File: config.mk
export PLATFORM = sky130hd
export DESIGN_NAME = bus_slot_arbiter
export DESIGN_NICKNAME = d
export VERILOG_FILES = /design/src/rtl/bus_arb_pkg.sv /design/src/rtl/bus_arb_slot_timer.sv /design/src/rtl/bus_slot_arbiter.sv
export SDC_FILE = /design/constraint.sdc
export NUM_CORES = 1
export LEC_CHECK = 0
export BUFFER_PORTS_ARGS = -buffer_cell sky130_fd_sc_hd__buf_2
export CAP_MARGIN = 5
export CORE_MARGIN = 2
export CORE_UTILIZATION = 34
export CTS_CLUSTER_SIZE = 40
export DETAILED_ROUTE_END_ITERATION = 10
export GPL_TIMING_DRIVEN = 0
export PLACE_DENSITY = 0.86
export SLEW_MARGIN = 20
export SYNTH_ARGS = -nofsm -noshare
export SYNTH_HDL_FRONTEND = slang
export SYNTH_HIERARCHICAL = 1
export SYNTH_SLANG_ARGS = --single-unit
File: constraint.sdc
create_clock -name clock -period 1.25 [get_ports clock]
set_input_delay 0.125 -clock clock [delete_from_list [all_inputs] [get_ports clock]]
set_output_delay 0.125 -clock clock [all_outputs]
set_load 0.02 [all_outputs]
File: src/rtl/bus_arb_pkg.sv
// Shared types and helpers for the 6502 / DMA time-slot bus arbiter.
// Used by bus_arb_slot_timer and bus_slot_arbiter.
package bus_arb_pkg;

    typedef enum logic [1:0] {
        S_IDLE   = 2'd0,
        S_ACCESS = 2'd1,
        S_COMMIT = 2'd2
    } state_t;

    typedef enum logic {
        OWN_CPU = 1'b0,
        OWN_DMA = 1'b1
    } owner_t;

    localparam int BURST_CNT_W = 8;

    // Width of the access-cycle countdown, never narrower than one bit.
    function automatic int wait_cnt_w(input int wait_cycles);
        return (wait_cycles < 1) ? 1 : $clog2(wait_cycles + 1);
    endfunction

endpackage

File: src/rtl/bus_arb_slot_timer.sv
// Access-phase countdown: loaded with WAIT when a slot is about to start,
// o_last is high on the final access cycle of the slot.
module bus_arb_slot_timer
    import bus_arb_pkg::*;
#(
    parameter int WAIT  = 1,
    parameter int CNT_W = wait_cnt_w(WAIT)
)(
    input  logic clock,
    input  logic reset,
    input  logic i_load,
    output logic o_last
);

    localparam logic [CNT_W-1:0] LOAD_VAL = CNT_W'(WAIT);

    logic [CNT_W-1:0] r_cnt;

    always_ff @(posedge clock) begin
        if (reset) begin
            r_cnt <= '0;
        end else if (i_load) begin
            r_cnt <= LOAD_VAL;
        end else if (r_cnt != '0) begin
            r_cnt <= r_cnt - CNT_W'(1);
        end
    end

    assign o_last = (r_cnt == '0);

endmodule

File: src/rtl/bus_slot_arbiter.sv
// Time-slot arbiter sharing one memory port between the 6502 core and a DMA requester.
// Define ARB_DMA_BURST_EN to let DMA hold the bus for up to DMA_BURST consecutive slots.
module bus_slot_arbiter
    import bus_arb_pkg::*;
#(
    parameter int ADDR_W    = 16,
    parameter int DATA_W    = 8,
    parameter int WAIT      = 1,
    parameter int DMA_BURST = 4
)(
    input  logic              clock,
    input  logic              reset,
    input  logic [ADDR_W-1:0] cpu_address,
    input  logic [DATA_W-1:0] cpu_out,
    input  logic              cpu_rd,
    input  logic              cpu_we,
    output logic [DATA_W-1:0] cpu_in,
    output logic              cpu_ce,
    input  logic              dma_req,
    input  logic [ADDR_W-1:0] dma_address,
    input  logic [DATA_W-1:0] dma_wdata,
    input  logic              dma_we,
    output logic              dma_ack,
    output logic [DATA_W-1:0] dma_rdata,
    output logic [ADDR_W-1:0] mem_address,
    output logic [DATA_W-1:0] mem_wdata,
    input  logic [DATA_W-1:0] mem_rdata,
    output logic              mem_re,
    output logic              mem_we,
    output logic              grant_dma,
    output state_t            o_dbg_state
);

    state_t r_state;
    state_t w_next_state;
    owner_t r_owner;
    owner_t w_next_owner;

    logic w_last;
    logic w_decide;
    logic w_access;
    logic w_read_slot;
    logic w_write_slot;
    logic w_dma_allowed;

    logic [DATA_W-1:0] r_cpu_in;
    logic [DATA_W-1:0] r_dma_rdata;

    assign w_access = (r_state == S_ACCESS);
    assign w_decide = (r_state == S_IDLE) || (r_state == S_COMMIT);

    bus_arb_slot_timer #(
        .WAIT (WAIT)
    ) u_slot_timer (
        .clock  (clock),
        .reset  (reset),
        .i_load (w_decide),
        .o_last (w_last)
    );

    // DMA handshake: dma_req is a level with address/we/wdata held stable until the
    // one-cycle dma_ack pulse; dma_req is only looked at in the decision cycle.
`ifdef ARB_DMA_BURST_EN
    localparam logic [BURST_CNT_W-1:0] BURST_MAX = BURST_CNT_W'(DMA_BURST);

    logic [BURST_CNT_W-1:0] r_burst_cnt;

    assign w_dma_allowed = (r_owner == OWN_CPU) || (r_burst_cnt < BURST_MAX);

    always_ff @(posedge clock) begin
        if (reset) begin
            r_burst_cnt <= '0;
        end else if (w_decide) begin
            r_burst_cnt <= (w_next_owner == OWN_DMA) ? r_burst_cnt + BURST_CNT_W'(1) : '0;
        end
    end
`else
    assign w_dma_allowed = (r_owner == OWN_CPU);
`endif

    assign w_next_owner = (dma_req && w_dma_allowed) ? OWN_DMA : OWN_CPU;

    // Both rd and we set on the core side is treated as a write.
    assign w_write_slot = (r_owner == OWN_DMA) ? dma_we  : cpu_we;
    assign w_read_slot  = (r_owner == OWN_DMA) ? ~dma_we : (cpu_rd & ~cpu_we);

    always_ff @(posedge clock) begin
        if (reset) begin
            r_state <= S_IDLE;
            r_owner <= OWN_CPU;
        end else begin
            r_state <= w_next_state;
            if (w_decide) begin
                r_owner <= w_next_owner;
            end
        end
    end

    always_comb begin
        w_next_state = r_state;
        mem_address  = '0;
        mem_wdata    = '0;
        mem_re       = 1'b0;
        mem_we       = 1'b0;
        cpu_ce       = 1'b0;
        dma_ack      = 1'b0;
        case (r_state)
            S_IDLE: begin
                w_next_state = S_ACCESS;
            end
            S_ACCESS: begin
                mem_address = (r_owner == OWN_DMA) ? dma_address : cpu_address;
                mem_wdata   = (r_owner == OWN_DMA) ? dma_wdata   : cpu_out;
                mem_re      = w_read_slot;
                mem_we      = w_write_slot & w_last;
                if (w_last) begin
                    w_next_state = S_COMMIT;
                end
            end
            S_COMMIT: begin
                cpu_ce       = (r_owner == OWN_CPU);
                dma_ack      = (r_owner == OWN_DMA);
                w_next_state = S_ACCESS;
            end
            default: begin
                w_next_state = S_IDLE;
            end
        endcase
    end

    always_ff @(posedge clock) begin
        if (reset) begin
            r_cpu_in    <= '0;
            r_dma_rdata <= '0;
        end else if (w_access && w_last && w_read_slot) begin
            if (r_owner == OWN_DMA) begin
                r_dma_rdata <= mem_rdata;
            end else begin
                r_cpu_in <= mem_rdata;
            end
        end
    end

    assign cpu_in      = r_cpu_in;
    assign dma_rdata   = r_dma_rdata;
    assign grant_dma   = (r_owner == OWN_DMA);
    assign o_dbg_state = r_state;

endmodule
Yosys cells after proc, flatten, opt, wreduce, memory -nomap -nowiden

Cells that the tools add are included.
W data, S select, Z words.

Memory bits (writable): 0
Logic and storage cells: 38
Memories: 0
Input port bits: 62
Memory bits (read-only): 0
Register bits: 20
Output and inout bits: 47
Bits in latches: 0

Eq/ne operators: 3
Div/mod/pow operators: 0
Multiply operators: 0
Order comparisons: 0
Add/sub/neg operators: 1
Shift operators: 0
Multiplexer cells: 15
Reduce and logical (&&, ||, !) cells: 8
Bitwise operators: 6

Operator list:

| cell                  | number |
|---|---|
| $mux W16              | 2 |
| $mux W8               | 2 |
| $mux W1               | 9 |
| $not A1 Y1            | 4 |
| $pmux W2 S2           | 1 |
| $reduce_and A2 Y1     | 2 |
| $logic_and A1 B1 Y1   | 3 |
| $and A1 B1 Y1         | 2 |
| $eq A2 B1 Y1 const B  | 1 |
| $eq A2 B2 Y1 const B  | 1 |
| $logic_not A2 Y1      | 1 |
| $mux W2               | 1 |
| $ne A2 B2 Y1 const B  | 1 |
| $reduce_or A2 Y1      | 1 |
| $logic_or A1 B1 Y1    | 1 |
| $sub A1 B1 Y1 const B | 1 |

Longest topological paths before layout

Depth in word-level cells: 5
Mapped depth: 5
Mapped depth without buffers: 4

Hierarchy

The synthesis kept the hierarchy.

Modules (own cells, without submodules):

| module             | cells an instance | times used | seq. area each (µm²) | area each (µm²) |
|---|---|---|---|---|
| bus_slot_arbiter   | 139               | 1          | 380.4                | 1182.4 |
| bus_arb_slot_timer | 3                 | 1          | 20.0                 | 37.5 |

Worst setup path before layout

No wires, ideal clock.

Path kind: register to output
From: register r_owner, in the netlist grant_dma
To: output port mem_address[2]
Setup slack: -0.280 ns
Arrival time: 1.405 ns
Path buffers: 2
Data required time: 1.125 ns
Cell stages (with the launch flop): 5
Path through: dfxtp_1 > buf_2 > buf_2 > mux2i_1 > nor2_1

Word-level cells in the longest chain between the ends: 2

Ends and longest elaborated chain:

| what                   | line                    | text |
|---|---|---|
| start, declared        | bus_slot_arbiter.sv:36  | `owner_t r_owner;` |
| start signal, assigned | bus_slot_arbiter.sv:94  | `r_owner <= w_next_owner;` |
| $mux W16               | bus_slot_arbiter.sv:112 | `mem_address = (r_owner == OWN_DMA) ? dma_address : cpu_address;` |
| $mux W16               | bus_slot_arbiter.sv:107 | `case (r_state)` |
| end, declared          | bus_slot_arbiter.sv:25  | `output logic [ADDR_W-1:0] mem_address,` |

Every way passes these cells.

Final worst setup path

From: register r_owner, in the netlist grant_dma
To: output port mem_address[10]

The elaborated chain is that of the path after synthesis.

==> metrics.md <==
| Metric | Value |
|---|---|
| Most frequent cells in the layout | `93 x buf_2, 29 x mux2i_1, 24 x nand2b_1` |
| Post-CTS Hold Fix Bufs | `0` |
| First-pass GRT wire length | `5.54 mm` |
| H-tree levels | `1` |
| RSZ-0062 raised after global routing | `true` |
| WHS Path Cells | `3` |
| CTS tree | `yes` |
| Crit Reg-Reg Startpoint | `grant_dma` |
| Reg clk slew, reported paths | `0.10 ns` |
| Final Non-Filler Cells | `306` |
| Die width | `63.9 microns` |
| Vias in the first global route | `1333` |
| Worst Slack Setup Final | `-0.230 ns` |
| Worst Hold End | `grant_dma` |
| Reg2reg setup slack | `-0.14 ns` |
| Max Transition Viols Final | `0` |
| Fin crit share | `1.18` |
| Post-route ant nets | `0` |
| Reg2reg path depth | `4` |
| Mapped Cells | `142` |
| Slowest cell on crit path | `dfxtp_4` |
| Layout cell share with drive strength beyond 1 | `0.662` |
| Static Leak | `1.11 nW` |
| Routability cong. | `0.695` |
| Maximum clock insertion buffer count | `2` |
| Final setup violation count | `36` |
| WL/cell | `12.6 microns` |
| Worst Hold Class | `input pin to flip-flop` |
| Slew margin rel. | `0.755` |
| # clock sinks | `20` |
| Post-layout net count | `323` |
| Initial Util | `0.360` |
| Drt first pass iters | `4` |
| Max Cap Violations | `0` |
| Power, Total | `0.00169 W` |
| Crit path required time | `1.12 ns` |
| Post-DP HPWL | `2.81 mm` |
| Setup CP Type | `flip-flop to output port` |
| Synthesis-to-finish area growth | `85.1%` |
| Ys Warns | `6` |
| CTS root buffer | `clkbuf_4` |
| Crit path cell chain | `buf_12 > buf_12 > mux2i_1 > nor2_1 > buf_2` |
| Clock skew | `0.000943 ns` |
| Drt total wl | `3.86 mm` |
| DRC | `0` |
| Top cell by count, worst path | `buf_12` |
| Worst Path Buf+Inv | `3` |
| Total grt overflow | `0` |
| Seq/Total Area, Yosys | `0.328` |
| Port Buffers | `108` |
| Die Ht | `63.9 microns` |
| Largest delay contributor family on the critical path | `buffers and inverters` |
| Hold Fails Final Rpt | `0` |
| GRT Overall Usage | `0.166` |
| Clk_lat worst skew | `0.29 ns` |
| CP peak stage delay | `0.38 ns` |
| Cell Pwr Density | `750 nW/um^2` |
| Initial antenna violation count | `0` |
| Diode count | `0` |
| Worst setup EP type | `output port` |
| Startpoint Class | `flip-flop` |
| Largest net degree at the start of global routing | `12` |
| Synthesis-stage register bit count | `20` |
| TritonCTS Buffers | `3` |
| Worst endpoint data arrival time | `1.36 ns` |
| Status | `finished with violations` |
| Capturing point of the worst reg2reg path | `cpu_in[7]` |
| Cells after DPL | `296` |
| Core ar. | `3390 sq um` |
| Via Count | `1420` |
| Initial drt markers | `13` |
| Synth Cell Area | `1220 sq um` |
| Commonest non-fill, non-tap cell in the layout | `buf_2` |
| VDD IR max | `0.000776 V` |
| Post-Synthesis Net Count | `204` |
| Std-Cell Rows | `21` |
| Boundary pin count | `109` |
| HP Start | `dma_req` |
| Mean Syn Cell Area | `8.59 sq um` |
| Final min period | `1.48 ns` |
| Failing checks | `setup timing` |
| Routed vias/inst | `4.64` |
| Crit path max fanout | `7` |
| Worst-margin pin slew | `0.367 ns` |
| Cell variety after synth | `17` |
| Max Freq | `676 MHz` |
| Die ar. | `4080 sq um` |
-- worst min-delay path: stages --
cell     delay (ns)
buf_2          0.09
nand2_1        0.05
a21oi_1        0.05
-- kinds of logic after synthesis --
kind of cell / count (synthesis) / share of synthesized area
and+or+nand+nor: 67 / 0.286
muxes: 41 / 0.336
DFF: 20 / 0.328
buffers and inverters: 12 / 0.0410
AOI/OAI and AO/OA: 2 / 0.00821
-- cell usage after synthesis --
cell / count / area (sq um)
or3b_1: 1 / 8.76
nand2b_1: 26 / 163
nor3b_1: 1 / 7.51
nand2_1: 2 / 7.51
mux2i_1: 41 / 410
or2_1: 2 / 12.5
nor2_2: 1 / 6.26
buf_2: 4 / 20.0
inv_1: 1 / 3.75
nor2_1: 31 / 116
nor2b_4: 1 / 13.8
inv_2: 1 / 3.75
dfxtp_1: 20 / 400
clkbuf_1: 6 / 22.5
and3_1: 1 / 6.26
a21oi_1: 2 / 10.0
nand3b_1: 1 / 7.51
-- routing by layer --
layer,global-route usage,routed length (microns)
met1,0.158,1360
met3,0.0370,326
met2,0.345,2170
met4,0.0435,11
met5,0,0
-- per-stage QoR --
stage | instance area, sq um | setup TNS [ns] | hold WS [ns] | util | worst slack [ns]
after global placement | 1900 | -3.28 | 0.372 | 0.559 | -0.138
after floorplan | 1300 | -0.144 | 0.189 | - | -0.0481
final | 2260 | -6.23 | 0.0566 | 0.666 | -0.230
after global routing | 2260 | -8.80 | 0.0592 | 0.666 | -0.299
after CTS | 2090 | -6.43 | 0.0474 | 0.618 | -0.239
after detailed placement | 1900 | -3.24 | 0.369 | 0.559 | -0.133
-- how the worst max path moves through the flow --
stage               cells after the start         endpoint           start  slack, ns
finish                                  5  mem_address[10]       grant_dma      -0.23
global route                            5   mem_address[7]       grant_dma      -0.30
CTS                                     5   mem_address[7]       grant_dma      -0.24
detailed placement                      5   mem_address[0]  o_dbg_state[1]      -0.13
global placement                        5     mem_wdata[6]  o_dbg_state[1]      -0.14
floorplan                               4        cpu_in[0]       grant_dma      -0.05
-- what timing repair did --
item / 4_1_cts / 5_1_grt
gates resized for setup: 33 / 34
cloned: 0 / 1
hold endpoints to repair: 0 / 0
pin swaps: 1 / 2
setup buffers: 6 / 2
setup endpoints to repair: 44 / 43
-- power breakdown --
part           total (W)  internal, W  leakage [nW]  switching, W
registers       0.000671     0.000654         0.164     0.0000170
clock network   0.000305     0.000124        0.0150      0.000181
logic           0.000718     0.000370         0.927      0.000348
-- registers in the layout (all words and copies together), names as in the netlist --
signal / count
u_slot_timer/r_cnt: 1
o_dbg_state: 2
dma_rdata: 8
grant_dma: 1
cpu_in: 8
-- final cells by class --
cell class | count | area [sq um]
inverters | 2 | 7.51
repair buffers | 117 | 732
fillers | 267 | 1130
well taps | 46 | 57.6
clock buffers | 4 | 26.3
flip-flops and latches | 20 | 412
multi-input cells | 110 | 937
plain buffers | 7 | 86.3
No activity file was read; power rests on OpenSTA's default activity.
